===== src/rtl/core_dispatch_pkg.sv =====
// ----------------------------------------------------------------------------
// core_dispatch_pkg
// Shared types and helpers for the core task dispatcher slice.
//   dispatch_state_t : dispatch FSM encoding (IDLE, REQ, WAIT, START)
//   core_id_w()      : width of an encoded core id for a given core count
// ----------------------------------------------------------------------------
package core_dispatch_pkg;

  typedef enum logic [1:0] {
    IDLE  = 2'd0,
    REQ   = 2'd1,
    WAIT  = 2'd2,
    START = 2'd3
  } dispatch_state_t;

  // Never narrower than one bit, so a degenerate core count still has a
  // legal id vector.
  function automatic int core_id_w(input int cores);
    return (cores > 1) ? $clog2(cores) : 1;
  endfunction

endpackage


===== src/rtl/core_task_dispatcher_if.sv =====
// ----------------------------------------------------------------------------
// core_task_dispatcher_if
// Bundles the three handshakes the dispatcher owns:
//   task stream : task_valid, task_data -> task_ready
//   allocator   : core_request, core_release, released_core_id <-> core_valid, core_id
//   core array  : core_start, core_task, busy_mask <-> core_done
// Modports:
//   master : the dispatcher itself
//   slave  : the environment (front-end, allocator and cores)
// ----------------------------------------------------------------------------
interface core_task_dispatcher_if #(
  parameter int CORES  = 4,
  parameter int TASK_W = 32
) ();
  import core_dispatch_pkg::*;

  localparam int ID_W = core_id_w(CORES);

  logic              task_valid;
  logic [TASK_W-1:0] task_data;
  logic              task_ready;

  logic              core_request;
  logic              core_valid;
  logic [ID_W-1:0]   core_id;
  logic              core_release;
  logic [ID_W-1:0]   released_core_id;

  logic [CORES-1:0]  core_start;
  logic [TASK_W-1:0] core_task;
  logic [CORES-1:0]  core_done;
  logic [CORES-1:0]  busy_mask;

  modport master (
    input  task_valid, task_data, core_valid, core_id, core_done,
    output task_ready, core_request, core_release, released_core_id,
           core_start, core_task, busy_mask
  );

  modport slave (
    output task_valid, task_data, core_valid, core_id, core_done,
    input  task_ready, core_request, core_release, released_core_id,
           core_start, core_task, busy_mask
  );

endinterface


===== src/rtl/core_release_arbiter.sv =====
// ----------------------------------------------------------------------------
// core_release_arbiter
// Purely combinational fixed-priority picker: lowest-index set bit wins.
//   pending : mask of cores waiting to be released
//   sel     : one-hot select of the winner (0 when nothing pending)
//   id      : encoded index of the winner (0 when nothing pending)
//   valid   : at least one bit pending
// ----------------------------------------------------------------------------
module core_release_arbiter
  import core_dispatch_pkg::*;
#(
  parameter int CORES = 4,
  localparam int ID_W = core_id_w(CORES)
) (
  input  logic [CORES-1:0] pending,
  output logic [CORES-1:0] sel,
  output logic [ID_W-1:0]  id,
  output logic             valid
);

  // NOTE: every output gets a default before the loop; a path that leaves a
  // combinational output unassigned would infer a latch.
  always_comb begin
    sel   = '0;
    id    = '0;
    valid = 1'b0;
    // Scan downwards so the lowest pending index is the last one written.
    for (int i = CORES - 1; i >= 0; i--) begin
      if (pending[i]) begin
        sel    = '0;
        sel[i] = 1'b1;
        id     = ID_W'(i);
        valid  = 1'b1;
      end
    end
  end

endmodule


===== src/rtl/core_task_dispatcher.sv =====
// ----------------------------------------------------------------------------
// core_task_dispatcher
// Accepts tasks from a valid/ready stream, requests a core from the allocator,
// starts the granted core with a one-cycle strobe and returns cores to the
// allocator once they report completion (one release per cycle, lowest index
// first).
// Ports:
//   clk      : single clock, rising edge
//   reset_n  : asynchronous active-low reset
//   bus      : core_task_dispatcher_if.master (task stream, allocator, cores)
// Optional build macro CORE_DISPATCH_STATS_EN adds:
//   dispatch_count : 32-bit count of START cycles (wraps)
//   release_count  : 32-bit count of core_release pulses (wraps)
// ----------------------------------------------------------------------------
module core_task_dispatcher
  import core_dispatch_pkg::*;
#(
  parameter int CORES  = 4,
  parameter int TASK_W = 32
) (
  input  logic                   clk,
  input  logic                   reset_n,
  core_task_dispatcher_if.master bus
`ifdef CORE_DISPATCH_STATS_EN
  ,
  output logic [31:0]            dispatch_count,
  output logic [31:0]            release_count
`endif
);

  localparam int ID_W = core_id_w(CORES);
  localparam logic [CORES-1:0] ONE_HOT_0 = CORES'(1);

  dispatch_state_t   state;
  logic [TASK_W-1:0] task_q;
  logic [ID_W-1:0]   id_q;
  logic              request_q;
  logic [CORES-1:0]  start_q;
  logic [TASK_W-1:0] core_task_q;

  logic [CORES-1:0]  done_pending_q;
  logic [CORES-1:0]  busy_q;
  logic              release_q;
  logic [ID_W-1:0]   release_id_q;

  logic [CORES-1:0]  pending_eff;
  logic [CORES-1:0]  rel_sel;
  logic [ID_W-1:0]   rel_id;
  logic              rel_valid;
  logic [CORES-1:0]  start_set;

  // ---------------------------------------------------------------- dispatch
  // NOTE: sequential state uses non-blocking assignments so every register
  // samples pre-edge values regardless of statement order.
  // NOTE: only control and datapath registers are reset here; there is no
  // memory array, so everything can be cleared asynchronously.
  always_ff @(posedge clk or negedge reset_n) begin
    if (!reset_n) begin
      state       <= IDLE;
      task_q      <= '0;
      id_q        <= '0;
      request_q   <= 1'b0;
      start_q     <= '0;
      core_task_q <= '0;
`ifdef CORE_DISPATCH_STATS_EN
      dispatch_count <= '0;
`endif
    end else begin
      request_q <= 1'b0;
      start_q   <= '0;
      case (state)
        IDLE: begin
          // task_ready is high throughout IDLE, so task_valid alone accepts.
          if (bus.task_valid) begin
            task_q    <= bus.task_data;
            request_q <= 1'b1;
            state     <= REQ;
          end
        end
        REQ: state <= WAIT;
        WAIT: begin
          // No timeout: the allocator always answers a request eventually.
          if (bus.core_valid) begin
            id_q        <= bus.core_id;
            start_q     <= ONE_HOT_0 << bus.core_id;
            core_task_q <= task_q;
            state       <= START;
          end
        end
        START: begin
          state <= IDLE;
`ifdef CORE_DISPATCH_STATS_EN
          dispatch_count <= dispatch_count + 32'd1;
`endif
        end
        default: state <= IDLE;
      endcase
    end
  end

  // Busy bit for the started core is set on the edge that leaves START.
  assign start_set = (state == START) ? (ONE_HOT_0 << id_q) : '0;

  // ----------------------------------------------------------------- release
  // A done pulse is folded in on the same edge it arrives so the release can
  // go out in the very next cycle; done from a non-busy core is dropped.
  assign pending_eff = done_pending_q | (bus.core_done & busy_q);

  core_release_arbiter #(.CORES(CORES)) u_release_arbiter (
    .pending (pending_eff),
    .sel     (rel_sel),
    .id      (rel_id),
    .valid   (rel_valid)
  );

  always_ff @(posedge clk or negedge reset_n) begin
    if (!reset_n) begin
      done_pending_q <= '0;
      busy_q         <= '0;
      release_q      <= 1'b0;
      release_id_q   <= '0;
`ifdef CORE_DISPATCH_STATS_EN
      release_count  <= '0;
`endif
    end else begin
      done_pending_q <= pending_eff & ~rel_sel;
      // Set wins over clear if a core is restarted while still marked busy.
      busy_q         <= (busy_q & ~rel_sel) | start_set;
      release_q      <= rel_valid;
      release_id_q   <= rel_id;
`ifdef CORE_DISPATCH_STATS_EN
      if (rel_valid) release_count <= release_count + 32'd1;
`endif
    end
  end

  // ----------------------------------------------------------------- outputs
  assign bus.task_ready       = (state == IDLE);
  assign bus.core_request     = request_q;
  assign bus.core_start       = start_q;
  assign bus.core_task        = core_task_q;
  assign bus.core_release     = release_q;
  assign bus.released_core_id = release_id_q;
  assign bus.busy_mask        = busy_q;

endmodule


===== src/flat_wrapper.sv =====
// flat-port wrapper written by rule: the top's interface ports become plain ports
module core_task_dispatcher_flat import core_dispatch_pkg::*;
#(
  parameter int CORES  = 4,
  parameter int TASK_W = 32
)
  (clk, reset_n, bus_task_valid, bus_task_data, bus_core_valid, bus_core_id, bus_core_done, bus_task_ready, bus_core_request, bus_core_release, bus_released_core_id, bus_core_start, bus_core_task, bus_busy_mask);
  core_task_dispatcher_if #(.CORES(CORES), .TASK_W(TASK_W)) bus_i ();
  input  logic clk;
  input  logic reset_n;
  input wire logic [$bits(bus_i.task_valid)-1:0] bus_task_valid;
  input wire logic [$bits(bus_i.task_data)-1:0] bus_task_data;
  input wire logic [$bits(bus_i.core_valid)-1:0] bus_core_valid;
  input wire logic [$bits(bus_i.core_id)-1:0] bus_core_id;
  input wire logic [$bits(bus_i.core_done)-1:0] bus_core_done;
  output wire logic [$bits(bus_i.task_ready)-1:0] bus_task_ready;
  output wire logic [$bits(bus_i.core_request)-1:0] bus_core_request;
  output wire logic [$bits(bus_i.core_release)-1:0] bus_core_release;
  output wire logic [$bits(bus_i.released_core_id)-1:0] bus_released_core_id;
  output wire logic [$bits(bus_i.core_start)-1:0] bus_core_start;
  output wire logic [$bits(bus_i.core_task)-1:0] bus_core_task;
  output wire logic [$bits(bus_i.busy_mask)-1:0] bus_busy_mask;
  assign bus_i.task_valid = bus_task_valid;
  assign bus_i.task_data = bus_task_data;
  assign bus_i.core_valid = bus_core_valid;
  assign bus_i.core_id = bus_core_id;
  assign bus_i.core_done = bus_core_done;
  assign bus_task_ready = bus_i.task_ready;
  assign bus_core_request = bus_i.core_request;
  assign bus_core_release = bus_i.core_release;
  assign bus_released_core_id = bus_i.released_core_id;
  assign bus_core_start = bus_i.core_start;
  assign bus_core_task = bus_i.core_task;
  assign bus_busy_mask = bus_i.busy_mask;
  core_task_dispatcher #(.CORES(CORES), .TASK_W(TASK_W)) u_core (.clk(clk), .reset_n(reset_n), .bus(bus_i));
endmodule

===== config.mk =====
export PLATFORM = sky130hd
export DESIGN_NAME = core_task_dispatcher_flat
export DESIGN_NICKNAME = d
export VERILOG_FILES = /design/src/rtl/core_dispatch_pkg.sv /design/src/rtl/core_task_dispatcher_if.sv /design/src/rtl/core_release_arbiter.sv /design/src/rtl/core_task_dispatcher.sv /design/src/flat_wrapper.sv
export SDC_FILE = /design/constraint.sdc
export NUM_CORES = 1
export LEC_CHECK = 0
export CORE_UTILIZATION = 28
export CTS_CLUSTER_SIZE = 28
export DETAILED_ROUTE_END_ITERATION = 6
export DONT_BUFFER_PORTS = 1
export PLACE_DENSITY_LB_ADDON = 0.08
export SYNTH_ARGS = -nofsm -noshare
export SYNTH_HDL_FRONTEND = slang
export SYNTH_SLANG_ARGS = --single-unit
export TNS_END_PERCENT = 5

===== constraint.sdc =====
create_clock -name clk -period 1.5 [get_ports clk]
set_clock_uncertainty 0.15 [all_clocks]
set_input_delay 0.15 -clock clk [delete_from_list [all_inputs] [get_ports clk]]
set_output_delay 0.15 -clock clk [all_outputs]
set_load 0.02 [all_outputs]

==> tab_implementation.tex <==
\begin{tabular}{lr}
\hline
Metric & Value \\
\hline
\multicolumn{2}{l}{\textbf{Status}} \\
\quad Status & complete, but fails checks \\
\quad Violated checks & negative hold slack, negative setup slack \\
\multicolumn{2}{l}{\textbf{Clocking}} \\
\quad Number of buffers inserted during clock tree synthesis & 9 \\
\quad Clock tree from TritonCTS & done \\
\quad Buffer levels on the longest clock path & 2 \\
\quad Clock latency reported for the late side of the worst-skew pair & approximately 0.33 ns \\
\quad Clock root buffer & sky130\_fd\_sc\_hd\_\_clkbuf\_16 \\
\quad Clock-pin slew of the registers on the worst-case setup and hold paths & 0.06 ns \\
\quad \# clock sinks & 83 \\
\quad Number of levels the H-tree was split into & 3 \\
\quad Count of hold buffers inserted by post-cts repair & 40 \\
\multicolumn{2}{l}{\textbf{Drt}} \\
\quad Via count & 1,835 \\
\quad Wirelength per Cell & roughly 17 µm \\
\quad Total wirelength of the detailed-routed design & 6.904 mm \\
\quad Via density & around 4.5 \\
\quad Remaining antenna violation count after routing & 0 \\
\quad Final routed DRC violation total & 0 \\
\quad Drt first pass iters & 4 \\
\quad Iteration-0 DRC Markers & between 60 and 70 \\
\multicolumn{2}{l}{\textbf{Logic synthesis}} \\
\quad Synthesized Nets & 248 \\
\quad Yosys reg bits & 83 \\
\quad Number of synthesis warnings & 0 \\
\quad Top-area cell type share of the netlist area & 0.6442 \\
\quad Sequential share of the synthesized area & 0.6442 \\
\quad Most frequent cells after synthesis & sky130\_fd\_sc\_hd\_\_dfrtp\_1, sky130\_fd\_sc\_hd\_\_mux2\_2, sky130\_fd\_sc\_hd\_\_mux2\_4, sky130\_fd\_sc\_hd\_\_inv\_1, sky130\_fd\_sc\_hd\_\_nand2\_1 \\
\quad Top\_reg\_cell synth & sky130\_fd\_sc\_hd\_\_dfrtp\_1 \\
\quad Synth area leaders & sky130\_fd\_sc\_hd\_\_dfrtp\_1, sky130\_fd\_sc\_hd\_\_mux2\_2, sky130\_fd\_sc\_hd\_\_mux2\_4, sky130\_fd\_sc\_hd\_\_ha\_1, sky130\_fd\_sc\_hd\_\_inv\_1 \\
\quad Gate count after technology mapping & between 200 and 250 \\
\quad Unique masters post-synth & 24 \\
\quad Post-synthesis cell area & 0.003224 mm² \\
\quad FFs w/ async S/R, synth & 1.000 \\
\quad Most repeated cell in the gate-level netlist after synthesis & sky130\_fd\_sc\_hd\_\_dfrtp\_1 \\
\quad EDFF count, synth & 0 \\
\quad Post-synthesis cell type with the largest combined area & sky130\_fd\_sc\_hd\_\_dfrtp\_1 \\
\quad Mean post-synth cell area & roughly 16 µm² \\
\multicolumn{2}{l}{\textbf{Global route}} \\
\quad Global-route congestion overflow total & 0 \\
\quad GRT Total Usage & 0.1155 \\
\quad Largest net degree at the start of global routing & 84 \\
\quad Via count of the first global-routing pass & between 2,000 and 2,500 \\
\quad Global-route layer with the greatest usage & met2 \\
\quad Met3 Track Usage GR & 0.04386 \\
\quad First-pass GRT wire length & between 10 and 15 mm \\
\quad GRT met1 Usage & 0.1234 \\
\quad Met2 track demand over resource & 0.2004 \\
\quad Initial antenna violation count & 0 \\
\multicolumn{2}{l}{\textbf{Critical path}} \\
\quad Crit path capture & u\_core.task\_q[24] \\
\quad Delay of the slowest cell on the worst path & 0.42 ns \\
\quad Endpoint of the lowest-slack register-to-register path & u\_core.task\_q[24] \\
\quad Crit path required time & between 1.5 and 2 ns \\
\quad Crit Path Class & register to register \\
\quad Critical path arrival & 1.60 ns \\
\quad Startpoint kind of the worst setup timing path & register \\
\quad First element of the critical path & u\_core.state[1] \\
\quad Library cell contributing the largest single delay on the critical path & sky130\_fd\_sc\_hd\_\_dfrtp\_1 \\
\quad Startpoint of the most critical register-to-register path & u\_core.state[1] \\
\quad Cells along the critical path & inv\_2 -> ha\_4 -> nand2\_8 -> clkbuf\_16 -> mux2\_2 \\
\quad Reg-to-reg slack, setup & -0.04 ns \\
\quad Worst-case reg-to-reg path depth & 5 \\
\quad Endpoint kind of the worst setup timing path & register \\
\quad Crit-path max FO & 8 \\
\multicolumn{2}{l}{\textbf{Place}} \\
\quad Place WS & -0.05691 ns \\
\quad Final RePlAce weighted congestion & between 0.7 and 0.8 \\
\quad Detailed placer's ending HPWL & 4.364 mm \\
\quad Count of input and output buffers & 0 \\
\quad Instance area at placement & roughly 0.0035 mm² \\
\multicolumn{2}{l}{\textbf{Power and ir drop}} \\
\quad Leak & about 2.1 nW \\
\quad Worst vdd rail ir drop & about 1 mV \\
\quad Total power density per cell area & $\sim$2300 mW/mm² \\
\multicolumn{2}{l}{\textbf{Timing}} \\
\quad Post-Route Hold Slack & -0.6352 ns \\
\quad Final worst-path cycle share & 1.024 \\
\quad Setup violation total in the final timing report & 35 \\
\quad Total negative slack for setup checks & -0.6735 ns \\
\quad Unrepaired setup endpoints after global routing & yes \\
\quad Final-report max-slew violation count & 0 \\
\quad Slew Limit Headroom & 0.7278 \\
\quad Hold Violations, Final & 83 \\
\quad Min Tclk post-route & between 1.5 and 2 ns \\
\quad Worst setup margin & -0.03597 ns \\
\quad Maximum clock rate & $\sim$0.65 GHz \\
\quad Actual transition at the worst max-transition pin & 0.4083 ns \\
\multicolumn{2}{l}{\textbf{Floorplan}} \\
\quad I/O pins & between 80 and 90 \\
\quad Total die area & 0.01195 mm² \\
\quad Die W & approximately 110 µm \\
\quad Die Ht & between 100 and 150 µm \\
\quad Core Area & 0.01103 mm² \\
\quad Starting density of the core & 0.2923 \\
\quad Number of standard-cell rows in the floorplan & 38 \\
\multicolumn{2}{l}{\textbf{Final layout}} \\
\quad Post-route cell area & 0.004408 mm² \\
\quad Share of final-layout standard cells stronger than drive strength 1 & 0.3820 \\
\quad Area growth, synth to finish & 36.71\% \\
\quad Count of nets after finishing & 307 \\
\quad Antenna cells & 0 \\
\multicolumn{2}{l}{\textbf{Worst hold path}} \\
\quad Type of the worst min-delay path & input pin to async pin \\
\multicolumn{2}{l}{\textbf{Flow run}} \\
\quad Maxcap violations & 0 \\
\hline
\end{tabular}
==> registers in the layout (all words and copies together) (netlist names) <==
signal / cells
u_core.bus.core_task: 32
u_core.state: 2
u_core.bus.busy_mask: 4
u_core.bus.released_core_id: 2
u_core.bus.core_start: 4
u_core.bus.core_release: 1
u_core.id_q: 2
u_core.done_pending_q: 3
u_core.task_q: 32
u_core.bus.core_request: 1
==> routing by layer <==
metal / wire [µm] / vias up
met4: 117 / 0
met5: 0 / -
met2: 3546 / 63
li1: - / 825
met3: 441 / 10
met1: 2798 / 937
==> cells by family (layout without fill, tap and decap cells) <==
logic type,Yosys count,in the layout,synth area share
flip-flops,83,83,0.6442
multiplexers,65,65,0.2561
adder cells (fa/ha/maj),3,3,0.01164
AO/OA/AOI/OAI,16,16,0.03144
AND/OR/NAND/NOR,21,21,0.03105
buffers and inverters,15,79,0.02561
==> metrics by stage <==
stage / total power [mW] / std cells / util
after global placement: 6.993 / 348 / 0.3185
after detailed placement: 7.175 / 348 / 0.3185
after CTS: 9.639 / 405 / 0.3853
after global routing: 10.48 / 407 / 0.3996
final: 9.930 / 407 / 0.3996
after floorplan: 6.470 / 203 / -
==> cells in the final DEF (no fill, tap or decap), types with 2 or more instances in the layout <==
master	netlist	final
sky130_fd_sc_hd__dfrtp_1	83	82
sky130_fd_sc_hd__mux2_4	25	54
sky130_fd_sc_hd__dlygate4sd3_1	0	40
sky130_fd_sc_hd__mux2_2	40	11
sky130_fd_sc_hd__clkbuf_16	0	11
sky130_fd_sc_hd__nand2_1	8	8
sky130_fd_sc_hd__inv_1	9	7
sky130_fd_sc_hd__a21oi_1	6	6
sky130_fd_sc_hd__buf_4	0	6
sky130_fd_sc_hd__nor2_1	5	5
sky130_fd_sc_hd__buf_12	0	4
sky130_fd_sc_hd__o21ai_0	3	3
sky130_fd_sc_hd__inv_2	0	2
sky130_fd_sc_hd__nor3_1	2	2
sky130_fd_sc_hd__nand3_1	2	2
sky130_fd_sc_hd__ha_4	0	2
sky130_fd_sc_hd__clkinvlp_4	0	2
sky130_fd_sc_hd__clkinv_4	0	2
sky130_fd_sc_hd__buf_6	3	2
==> report_power, final <==
part           internal, mW  total [mW]  switching, mW
combinational          2.06        3.06          0.999
clock                  1.34        2.21          0.873
sequential             3.29        4.66           1.37
==> repair_timing <==
| action | in CTS | in global routing |
|---|---|---|
| gates resized for setup | 8 | 28 |
| hold endpoints to repair | 132 | 83 |
| buffers inserted | 1 | 0 |
| pin swaps | 2 | 1 |
| gates cloned | 0 | 2 |
| endpoints found under the setup margin | 67 | 65 |
==> how the worst min path moves through the flow <==
| stage | from | end | cells past startpoint |
|---|---|---|---|
| floorplan | reset_n | u_core.bus.busy_mask[0] | 0 |
| global placement | reset_n | u_core.bus.busy_mask[0] | 0 |
| detailed placement | reset_n | u_core.done_pending_q[1] | 0 |
| CTS | reset_n | u_core.task_q[1] | 0 |
| global route | reset_n | u_core.bus.busy_mask[0] | 0 |
| finish | reset_n | u_core.bus.busy_mask[0] | 0 |
==> critical path, delay by kind of cell (launching register included) <==
kind / cells / cell delay, ns
flops: 1 / 0.42
mux: 1 / 0.33
buf+inv: 2 / 0.24
simple gates: 1 / 0.10
fa+ha+maj: 1 / 0.18
==> cell type report <==
class                   count  area [µm²]
inverters                   9       33.78
fillers                  1029        6623
clock buffers              11       242.7
repair buffers             54       598.1
clock inverters             5       62.56
multi-input cells         105        1217
well taps                 140       175.2
flip-flops and latches     83        2078
Power figures use the tool's default switching activity.
